--- src/rtl/seg7_monitor.sv ---
// Seven-segment receive-side checker: synchronises the segment bus, waits for each
// pattern to settle, decodes it and checks the digits form an incrementing, wrapping count.
module seg7_monitor #(
  parameter int STABLE_CYCLES = 4,
  parameter int WRAP_DIGIT    = 7
) (
  input  logic       clk,
  input  logic       rst_n,
  input  logic [6:0] segments,
  input  logic       enable,
  input  logic       clear,
  output logic [3:0] digit,
  output logic       digit_valid,
  output logic       code_error,
  output logic       seq_error,
  output logic [7:0] accept_count
);

  typedef enum logic [1:0] {
    IDLE   = 2'd0,
    SETTLE = 2'd1,
    STABLE = 2'd2
  } state_t;

  localparam logic [7:0] STABLE_N = 8'(STABLE_CYCLES);
  localparam logic [3:0] WRAP_D   = 4'(WRAP_DIGIT);

  state_t     state;
  logic [6:0] s1;
  logic [6:0] s2;
  logic [7:0] cnt;
  logic [6:0] last_pat;
  logic       has_last;

  // Returns {valid, digit}; blank and unknown patterns both return valid=0.
  function automatic logic [4:0] decode(input logic [6:0] p);
    case (p)
      7'h3F:   decode = 5'h10;
      7'h06:   decode = 5'h11;
      7'h5B:   decode = 5'h12;
      7'h4F:   decode = 5'h13;
      7'h66:   decode = 5'h14;
      7'h6D:   decode = 5'h15;
      7'h7D:   decode = 5'h16;
      7'h07:   decode = 5'h17;
      7'h7F:   decode = 5'h18;
      7'h6F:   decode = 5'h19;
      7'h77:   decode = 5'h1A;
      7'h7C:   decode = 5'h1B;
      7'h39:   decode = 5'h1C;
      7'h5E:   decode = 5'h1D;
      7'h79:   decode = 5'h1E;
      7'h71:   decode = 5'h1F;
      default: decode = 5'h00;
    endcase
  endfunction

  logic [4:0] dec;
  logic       changed;
  logic [3:0] expected;
  logic       mismatch;
  logic       is_repeat;

  always_comb begin
    dec       = decode(s2);
    changed   = (s1 != s2);
    expected  = (digit == WRAP_D) ? 4'd0 : digit + 4'd1;
    mismatch  = (dec[3:0] > WRAP_D) || (dec[3:0] != expected);
    is_repeat = has_last && (s2 == last_pat);
  end

  always_ff @(posedge clk or negedge rst_n) begin
    if (!rst_n) begin
      state        <= IDLE;
      s1           <= '0;
      s2           <= '0;
      cnt          <= '0;
      last_pat     <= '0;
      has_last     <= 1'b0;
      digit        <= '0;
      digit_valid  <= 1'b0;
      code_error   <= 1'b0;
      seq_error    <= 1'b0;
      accept_count <= '0;
    end else begin
      s1          <= segments;
      s2          <= s1;
      digit_valid <= 1'b0;
      if (clear) begin
        code_error   <= 1'b0;
        seq_error    <= 1'b0;
        accept_count <= '0;
        digit        <= '0;
        last_pat     <= '0;
        has_last     <= 1'b0;
        cnt          <= '0;
        state        <= enable ? SETTLE : IDLE;
      end else if (!enable) begin
        state <= IDLE;
        cnt   <= '0;
      end else begin
        case (state)
          IDLE: begin
            state <= SETTLE;
            cnt   <= '0;
          end
          SETTLE: begin
            if (changed) begin
              cnt <= '0;
            end else if (cnt == STABLE_N) begin
              state <= STABLE;
              // Single evaluation of the settled pattern
              if (s2 != 7'h00) begin
                if (!dec[4]) begin
                  code_error <= 1'b1;
                end else if (!is_repeat) begin
                  digit       <= dec[3:0];
                  digit_valid <= 1'b1;
                  last_pat    <= s2;
                  has_last    <= 1'b1;
                  if (accept_count != 8'hFF) accept_count <= accept_count + 8'd1;
                  if (has_last && mismatch) seq_error <= 1'b1;
                end
              end
            end else begin
              cnt <= cnt + 8'd1;
            end
          end
          STABLE: begin
            if (changed) begin
              state <= SETTLE;
              cnt   <= '0;
            end
          end
          default: begin
            state <= IDLE;
            cnt   <= '0;
          end
        endcase
      end
    end
  end

endmodule

--- config.mk ---
export PLATFORM = sky130hd
export DESIGN_NAME = seg7_monitor
export DESIGN_NICKNAME = d
export VERILOG_FILES = /design/src/rtl/seg7_monitor.sv
export SDC_FILE = /design/constraint.sdc
export NUM_CORES = 1
export LEC_CHECK = 0
export CAP_MARGIN = 0
export CORE_ASPECT_RATIO = 0.6
export CORE_MARGIN = 10
export CORE_UTILIZATION = 51
export CTS_CLUSTER_DIAMETER = 30
export DETAILED_ROUTE_END_ITERATION = 10
export HOLD_SLACK_MARGIN = 0.15
export PLACE_DENSITY = 0.75
export SLEW_MARGIN = 20
export SYNTH_ARGS = -nofsm -noshare
export SYNTH_HDL_FRONTEND = slang
export SYNTH_SLANG_ARGS = --single-unit
export TNS_END_PERCENT = 50
--- constraint.sdc ---
create_clock -name clk -period 2.67 [get_ports clk]
set_input_delay 0.267 -clock clk [delete_from_list [all_inputs] [get_ports clk]]
set_output_delay 0.267 -clock clk [all_outputs]
set_load 0.005 [all_outputs]
==> results.yml, run 1 <==
run_status:
  outcome: "complete, no violations"
floorplan:
  dieArea_um2: 8440
  ioPinCount: 26
  die_height_um: 75.3
  fp.coreArea_um2: 4730
  die_w_um: 112
  initial_core_util_pct: 54.9
  row_count: 19
global_routing:
  busiest_layer: "met2"
  grt_pass1_vias: 2014
  antenna_found_initial: 0
  grt_overflow: 0
  track_usage_pct: 14.3
  grt_pass1_wl_um: 9890
  grt_max_degree: 48
  met2_usage_pct: 20.5
  use_met3_pct: 4.21
  met1_usage_pct: 20.1
job:
  cap_violations: 0
timing:
  fin_skew_ns: 0.00996
  max_freq_mhz: 386
  relSlewSlack_pct: 59.7
  setup_viol_count_final: 0
  finalCritPeriodShare_pct: 97.0
  slew_viol_final: 0
  hold_slack_ns: 0.396
  worstMarginPinSlew_ns: 0.604
  period_minus_slack_ns: 2.59
  timing.final.hold_violations: 0
logic_synthesis:
  syn_nets: 289
  synth_top_area_share_pct: 45.3
  synth-seq-cells: 47
  synth_top_cell_by_area: "dfrtp_1"
  syn_inst: 274
  synth_edf_count: 0
  syn_area_per_cell_um2: 9.47
  ys_seq_area_share_pct: 45.3
  synth_area_leaders: "dfrtp_1 (45%), nor2_1 (4.9%), xnor2_1 (4.1%)"
  synth_cell_types: 49
  synth_area_um2: 2590
  synthFlopType: "dfrtp_1"
  async_reset_ff_share_pct: 100
  yosysWarnings: 0
placement:
  port-buffer-count: 25
  globalplace.congestion: 0.856
  dp.cells: 368
  place_hpwl_um: 4290
finish:
  drive_above_1_share_pct: 17.1
  area_growth_pct: 24.7
  fillers: 374
  diodes: 0
  final_util_pct: 68.4
  final_cell_mix: "dfrtp_1 (43), nor2_1 (34), buf_4 (28)"
  stdcell_count: 379
  final_common_cell: "dfrtp_1"
  final_nets: 330
critical_path:
  r2r_end: "accept_count[4]"
  crit_required_ns: 2.91
  path_cells: "nor4_1 > nand4_1 > o21ai_1 > nor4_2 > or4_4 > or4_1 > a21oi_2"
  endpoint_kind: "register"
  reg2reg_slack_ns: 0.08
  slowest_delay_ns: 0.54
  ff2ff_path_depth: 7
  crit_type: "reg2reg"
  crit_fanout: 7
  crit_arrival_ns: 2.83
  critPathLaunchType: "register"
  r2r_start: "s2[3]"
  cpMaxStageDelayCell: "or4_1"
clock_tree:
  htree_levels: 2
  insertion_delay_ns: 0.30
  cts.path.max_buffers: 2
  root_buffer: "clkbuf_8"
  cts_tree: "done"
  cts_made_buffers: 5
  cts.clk_slew.worst_paths_ns: 0.09
  numClockSinks: 47
routing:
  viasPerCell: 5.74
  dr.first_iter.drc_count: 163
  drtPass1Iterations: 4
  drc: 0
  drt-total-wl_um: 6110
  wl_per_cell_um: 16.1
  vias: 2174
  drtAntennaViolNets: 0
min_path:
  hold_path.class: "in2reg"
  min_from: "segments[1]"
  whs_endpoint: "s1[1]"
  hold_depth: 1
power:
  p_leak_uw: 0.00131
  peakVddDrop_mv: 0.340
  powerDensity_nw_per_um2: 461
==> final cells by class <==
| type | count | area, um^2 | area share (%) |
|---|---|---|---|
| Tap cell | 63 | 78.8 | 2.44 |
| Clock buffer | 6 | 72.6 | 2.24 |
| Sequential cell | 47 | 1180 | 36.5 |
| Clock inverter | 2 | 60.1 | 1.86 |
| Inverter | 8 | 30.0 | 0.928 |
| Multi-Input combinational cell | 199 | 1330 | 41.2 |
| Timing Repair Buffer | 54 | 480 | 14.8 |
==> state kept, by name, indices dropped and copies added, names as in the netlist <==
name / cells
s2: 7
has_last: 1
digit_valid: 1
last_pat: 7
digit: 4
state: 2
code_error: 1
accept_count: 8
cnt: 8
seq_error: 1
s1: 7
==> per-layer routing <==
layer	vias to the layer above	part of all wire, %
met1	1035	50
met3	8	7.3
li1	1062	-
met5	-	0
met4	0	0.72
met2	69	42
==> synth_stat cells (2+ instances only) <==
cell and number:
or3_1 3, and3b_1 3, ha_1 4, a31oi_1 3, o21ai_0 9, or4_1 3, buf_2 8, mux2i_1 9
o31ai_1 6, nand2b_1 4, o32ai_1 2, nand3_1 15, nor4_1 5, and3_1 5, clkbuf_1 10, xor2_1 7
a2111oi_0 2, nor2_1 34, nor2b_1 4, xnor2_1 12, a211oi_1 2, dfrtp_1 47, nor4b_1 3, nor3_1 11
a21oi_1 14, inv_1 8, nand4_1 7, nand2_1 13
==> power breakdown <==
part | internal, uW | switching (uW)
Combinational | 58.8 | 74.4
Sequential | 723 | 12.7
Clock | 374 | 248
Total | 1160 | 335
==> critical path, delay by kind of cell, from the launching register on <==
family / cells / cell delay [ns]
and+or+nand+nor: 5 / 1.75
DFF: 1 / 0.46
AOI/OAI and AO/OA: 2 / 0.32
==> through the flow <==
stage          setup WS (ns)  power, uW  setup TNS [ns]  area (um^2)
2_1_floorplan         0.0614        814               0         2590
3_3_place_gp          0.0757        874               0         3040
3_5_place_dp          0.0747        875               0         3040
4_1_cts               0.0422       1500               0         3170
5_1_grt              -0.0113       1550         -0.0277         3240
6_report              0.0802       1490               0         3240
==> timing repair <==
item                                    4_1_cts  5_1_grt
hold buffers                                  0        1
setup buffers                                 0        2
endpoints found under the setup margin        0       12
resized for setup                             0       11
hold endpoints to repair                      0       47
==> cell families after synthesis <==
| family | count (synthesis) | share of synthesized area [%] |
|---|---|---|
| AND/OR/NAND/NOR | 118 | 25.0 |
| AO/OA/AOI/OAI | 48 | 12.9 |
| flip-flops | 47 | 45.3 |
| buffers and inverters | 28 | 4.58 |
| XOR/XNOR | 19 | 6.41 |
| multiplexers | 10 | 3.91 |
| adder cells (fa/ha/maj) | 4 | 1.93 |
==> how the worst max path moves through the flow <==
| stage | start | to | slack (ns) | cells past startpoint |
|---|---|---|---|---|
| detailed placement | s2[3] | accept_count[4] | 0.07 | 6 |
| global placement | s2[0] | accept_count[3] | 0.08 | 7 |
| floorplan | s2[0] | accept_count[3] | 0.06 | 7 |
| global route | s2[0] | accept_count[7] | -0.01 | 9 |
| finish | s2[3] | accept_count[4] | 0.08 | 7 |
| CTS | s2[0] | accept_count[4] | 0.04 | 7 |
Power figures use the tool's default switching activity.
==> run 2: changes to the inputs <==
Settings changed: CORE_ASPECT_RATIO 0.6 to unset, CTS_CLUSTER_DIAMETER 30 to unset.
==> run 2 against run 1 <==
Power is 11% lower. Clock-buffer cell count stayed put. Clock skew is 0.00054 ns lower. Worst setup slack worse by 0.022 ns. Cell area hardly changed.
==> results.yml, run 2 (synthesized netlist as in run 1, its figures left out) <==
placement:
  place_hpwl_um: 4080
  port-buffer-count: 25
  dpl-instance-area_um2: 3050
  globalplace.congestion: 0.831
  dp.cells: 375
timing:
  max_freq_mhz: 383
  slew_viol_final: 0
  period_minus_slack_ns: 2.61
  hold_slack_ns: 0.399
  finalCritPeriodShare_pct: 97.8
  worstMarginPinSlew_ns: 0.526
  timing.final.hold_violations: 0
  relSlewSlack_pct: 64.8
  setup_viol_count_final: 0
  fin_skew_ns: 0.00942
  rsz0062_at_grt: "yes"
floorplan:
  dieArea_um2: 8340
  ioPinCount: 26
  initial_core_util_pct: 53.9
  die_w_um: 91.3
  fp.coreArea_um2: 4820
  row_count: 25
  die_height_um: 91.3
finish:
  stdcell_area_um2: 3240
  stdcell_count: 387
  drive_above_1_share_pct: 18.8
  final_nets: 334
  diodes: 0
  final_common_cell: "dfrtp_1"
  reg.largest.list: "accept_count x8, cnt x8"
  final_cell_mix: "dfrtp_1 (45), nor2_1 (34), buf_4 (31)"
  fillers: 402
  area_growth_pct: 24.8
global_routing:
  grt_overflow: 0
  antenna_found_initial: 0
  track_usage_pct: 13.5
  grt_pass1_wl_um: 9740
  grt_max_degree: 28
  grt_pass1_vias: 2096
job:
  cap_violations: 0
clock_tree:
  numClockSinks: 47
  cts_made_buffers: 5
  root_buffer: "clkbuf_8"
  cts_tree: "done"
  cts.path.max_buffers: 2
  insertion_delay_ns: 0.30
  cts.clk_slew.worst_paths_ns: 0.09
  htree_levels: 2
critical_path:
  crit_type: "reg2reg"
  crit_required_ns: 2.91
  crit_arrival_ns: 2.85
  crit_fanout: 6
  endpoint_kind: "register"
  reg2reg_slack_ns: 0.06
  critPathLaunchType: "register"
power:
  powerDensity_nw_per_um2: 408
  peakVddDrop_mv: 0.357
  p_leak_uw: 0.00132
  total_power_uw: 1320
routing:
  viasPerCell: 5.63
  drt-total-wl_um: 5640
  wl_per_cell_um: 14.6
  dr.first_iter.drc_count: 133
  vias: 2179
  drtAntennaViolNets: 0
  drtPass1Iterations: 4
  drc: 0
min_path:
  hold_path.class: "reg2reg"
run_status:
  outcome: "complete, no violations"
run 2: changes by cell type in the layout (fill, tap and decap cells not counted), sizes merged:
cell      previous run  this run
buf                 29        33
bufinv               2         0
clkinv               0         1
clkinvlp             0         1
run 2: timing repair:
item	4_1_cts	5_1_grt
endpoints found under the setup margin	1	16
hold endpoints to repair	21	0
gates resized for setup	1	13
hold buffers	1	0
setup buffers	0	3
pin swaps	1	3
run 2: layout make-up:
| cell class | instances | area (um^2) | area share, % |
|---|---|---|---|
| multi-input cells | 199 | 1350 | 41.6 |
| inverters | 8 | 30.0 | 0.927 |
| repair buffers | 58 | 499 | 15.4 |
| clock buffers | 6 | 82.6 | 2.55 |
| flip-flops and latches | 47 | 1180 | 36.4 |
| well taps | 67 | 83.8 | 2.59 |
| clock inverters | 2 | 16.3 | 0.502 |
run 2: stage by stage:
stage / setup WS, ns / setup TNS [ns] / util [%]
finish: 0.0585 / 0 / 67.2
global route: -0.0140 / -0.0148 / 67.2
floorplan: 0.0614 / 0 / -
CTS: 0.0118 / 0 / 65.6
detailed placement: 0.0127 / 0 / 63.4
global placement: 0.0830 / 0 / 63.4
run 2: worst paths after layout:
path,startpoint,to,cells after the start
hold / removal,s1[2],s2[2],0
hold reg to reg,s1[2],s2[2],0
setup / recovery,s2[0],accept_count[3],6
setup reg to reg,s2[0],accept_count[3],6
min in group asynchronous,rst_n,digit[2],2
max in group asynchronous,rst_n,state[0],3
run 2: worst max-delay path, cell delays in order (launching register included):
cell and delay [ns]:
dfrtp_2 0.45, or3_4 0.41, a2111oi_4 0.37, nor4_2 0.10
or4_4 0.55, or4_4 0.53, a21oi_2 0.14
run 2: metal layers:
layer	share of wire [%]	vias to the layer above	wire length (um)	global-route usage, %
met5	0	-	0	0
met4	0.51	0	29	2.74
met3	5.0	5	283	3.70
met2	48	51	2720	21.9
met1	46	1052	2610	17.7
li1	-	1071	-	-
run 2: where the power goes:
part	switching, uW	total (uW)	internal, uW
Combinational	69.1	125	55.7
Clock	250	462	212
Sequential	13.0	736	723
==> RTL edit, RTL diff (config.mk and constraints of run 1) <==
Register the inputs `segments`, `enable` and `clear` before use, cleared by the reset. The logic sees them one clock later.
--- a/src/rtl/seg7_monitor.sv
+++ b/src/rtl/seg7_monitor.sv
@@ -24,6 +24,22 @@
 
   localparam logic [7:0] STABLE_N = 8'(STABLE_CYCLES);
   localparam logic [3:0] WRAP_D   = 4'(WRAP_DIGIT);
+
+  logic [6:0] segments_q;
+  logic enable_q;
+  logic clear_q;
+
+  always_ff @(posedge clk or negedge rst_n) begin
+    if (!rst_n) begin
+      segments_q <= '0;
+      enable_q   <= '0;
+      clear_q    <= '0;
+    end else begin
+      segments_q <= segments;
+      enable_q   <= enable;
+      clear_q    <= clear;
+    end
+  end
 
   state_t     state;
   logic [6:0] s1;
@@ -83,10 +99,10 @@
       seq_error    <= 1'b0;
       accept_count <= '0;
     end else begin
-      s1          <= segments;
+      s1          <= segments_q;
       s2          <= s1;
       digit_valid <= 1'b0;
-      if (clear) begin
+      if (clear_q) begin
         code_error   <= 1'b0;
         seq_error    <= 1'b0;
         accept_count <= '0;
@@ -94,8 +110,8 @@
         last_pat     <= '0;
         has_last     <= 1'b0;
         cnt          <= '0;
-        state        <= enable ? SETTLE : IDLE;
-      end else if (!enable) begin
+        state        <= enable_q ? SETTLE : IDLE;
+      end else if (!enable_q) begin
         state <= IDLE;
         cnt   <= '0;
       end else begin
Function: changed (Yosys sat finds a counterexample within 10 cycles, from zero or initial values and one cycle with rst_n low).
==> RTL edit against run 1 <==
Power fell by 2.7%; worst setup slack improved by 0.033 ns; final area rose by 3.7%; non-clock buffer count fell by 10; synthesized area rose by 11%; sequential cell count rose by 9; wire length fell by 0.62%; critical endpoint is now accept_count[7]$_DFFE_PN0P_.
==> RTL edit: results (changes against run 1) <==
CTS root buf clkbuf_8; final wirelength 6075 µm (-0.62%); hold_ws 0.3546 ns (-0.04172 ns); synth cell count leaders 56 x dfrtp_1, 31 x nand2_1, 27 x nor2_1, 21 x a21oi_1, 13 x clkbuf_1; Crit path max-delay family simple AND/OR/NAND/NOR gates; GPL Wtd Cong 0.8605 (+0.57%); Hold EP s1[5]$_DFF_PN0_; Post-Syn Nets 305 (+5.5%); fin nets 340 (+3.0%); status finished, final reports clean; layout cells sized above 1 0.1046 (-0.06627); Fill cells 478 (+28%); Initial Util 0.5202 (-0.02835); TritonCTS buffer count 5 (unchanged); top area cells in the synthesized netlist dfrtp_1 49%, nand2_1 4.1%, a21oi_1 3.7%; Max FO, Critical Path 15 (+8); Leak Pwr 1.409 nW (+7.7%); DR vias 2263 (+4.1%); setup slack, reg-to-reg 0.11 ns (+0.03 ns); via count of the first global-routing pass 2218 (+10%); Arr. time, crit path 2.76 ns (-0.07 ns); first-pass GRT wire length 10560 µm (+6.8%); VDD IR max 304.6 µV (-11%); total setup buffers inserted after CTS 0 (unchanged); largest net degree at the start of global routing 32 (-33%); clk_lat worst skew 0.31 ns; IO buf count 25 (unchanged); post-detail-place hpwl 4459 µm (+4.1%); Worst Hold Path Cells 0 (-1); sequential-to-total area share from yosys stat 0.4882 (+0.03500); n_diodes 0 (unchanged); worst slew pin tran 0.7927 ns (+0.1889 ns); GRT Resource Usage Total 0.1411 (-0.001538); skew final 0.005546 ns (-0.004416 ns); Syn. warnings 0 (unchanged); Detailed Route Iter0 Violations 155 (-4.9%); sw power 0.3563 mW (+6.4%); largest stage delay on the critical path 0.42 ns (-0.12 ns); initial antenna violation count 0 (unchanged); Reg clk slew, reported paths roughly 0.1 ns; Async SR Flop Fraction 1.000 (unchanged); Critical R2R Capture accept_count[7]$_DFFE_PN0P_; RR Startpoint s2[6]$_DFF_PN0_; top flop regs accept_count x8, cnt x8; worst min path class flip-flop to flip-flop; min-delay src segments_q[5]$_DFF_PN0_; library cells used by synthesis 53 (+8.2%); reg2reg path depth 7 (unchanged); CP max-delay cell nor4_1
[RTL edit: changes by cell type after synthesis, sizes merged, moves of 5 or more]
cell,change
buf,-7
nor2,-7
nand2b,+5
nand3,-5
mux2i,-6
o21ai,-6
xor2,+5
a21oi,+7
dfrtp,+9
nand2,+18
[RTL edit: power by group through the flow]
stage / combinational (mW) / clock [mW] / sequential (mW)
after floorplan: 0.0717 / 0 / 0.892
after global placement: 0.116 / 0 / 0.899
after detailed placement: 0.120 / 0 / 0.901
after CTS: 0.121 / 0.464 / 0.884
after global routing: 0.134 / 0.487 / 0.887
final: 0.121 / 0.447 / 0.884
[RTL edit: stage by stage]
stage                     setup TNS (ns)  std cells  area (µm²)  utilization  worst slack (ns)
after floorplan                        0        290        2870            -            0.1495
after global placement                 0        386        3258       0.5905            0.2048
after detailed placement               0        386        3258       0.5905            0.1832
after CTS                              0        394        3349       0.6070            0.1533
after global routing           -0.004754        394        3356       0.6082         -0.004754
final                                  0        394        3356       0.6082            0.1128
[RTL edit: per-layer routing]
layer / vias up / global-route usage / wire, µm
li1: 1108 / - / -
met1: 1077 / 0.2060 / 2968
met2: 70 / 0.2015 / 2658
met3: 8 / 0.03341 / 387
met4: 0 / 0.04177 / 59
met5: - / 0 / 0
[RTL edit: cells by family after synthesis]
| group | count (synthesis) | share of synthesized area |
|---|---|---|
| and+or+nand+nor | 126 | 0.2310 |
| adders and majority gates | 4 | 0.01744 |
| buffers and inverters | 20 | 0.03269 |
| xor gates and xnor gates | 23 | 0.07018 |
| AOI/OAI and AO/OA | 55 | 0.1382 |
| muxes | 6 | 0.02223 |
| DFF | 56 | 0.4882 |
[RTL edit: cell type report]
cell class,count,share of cell area
repair buffers,44,0.1163
clock inverters,2,0.003729
multi-input cells,214,0.4116
inverters,4,0.004474
clock buffers,5,0.02051
flip-flops and latches,56,0.4176
well taps,69,0.02573
[RTL edit: what timing repair did]
action / in CTS / in global routing
gates resized for setup: 0 / 1
hold endpoints to repair: 29 / 0
setup endpoints to repair: 0 / 16
hold buffers: 1 / 0
[RTL edit: worst max path at each step]
stage / from / end / slack, ns / cells past startpoint
2_1_floorplan: cnt[0]$_DFFE_PN0P_ / accept_count[4]$_DFFE_PN0P_ / 0.15 / 8
3_3_place_gp: s2[6]$_DFF_PN0_ / accept_count[0]$_DFFE_PN0P_ / 0.20 / 7
3_5_place_dp: cnt[0]$_DFFE_PN0P_ / accept_count[7]$_DFFE_PN0P_ / 0.18 / 8
4_1_cts: s2[6]$_DFF_PN0_ / accept_count[7]$_DFFE_PN0P_ / 0.15 / 7
5_1_grt: s2[6]$_DFF_PN0_ / accept_count[7]$_DFFE_PN0P_ / -0.005 / 7
6_report: s2[6]$_DFF_PN0_ / accept_count[7]$_DFFE_PN0P_ / 0.11 / 7
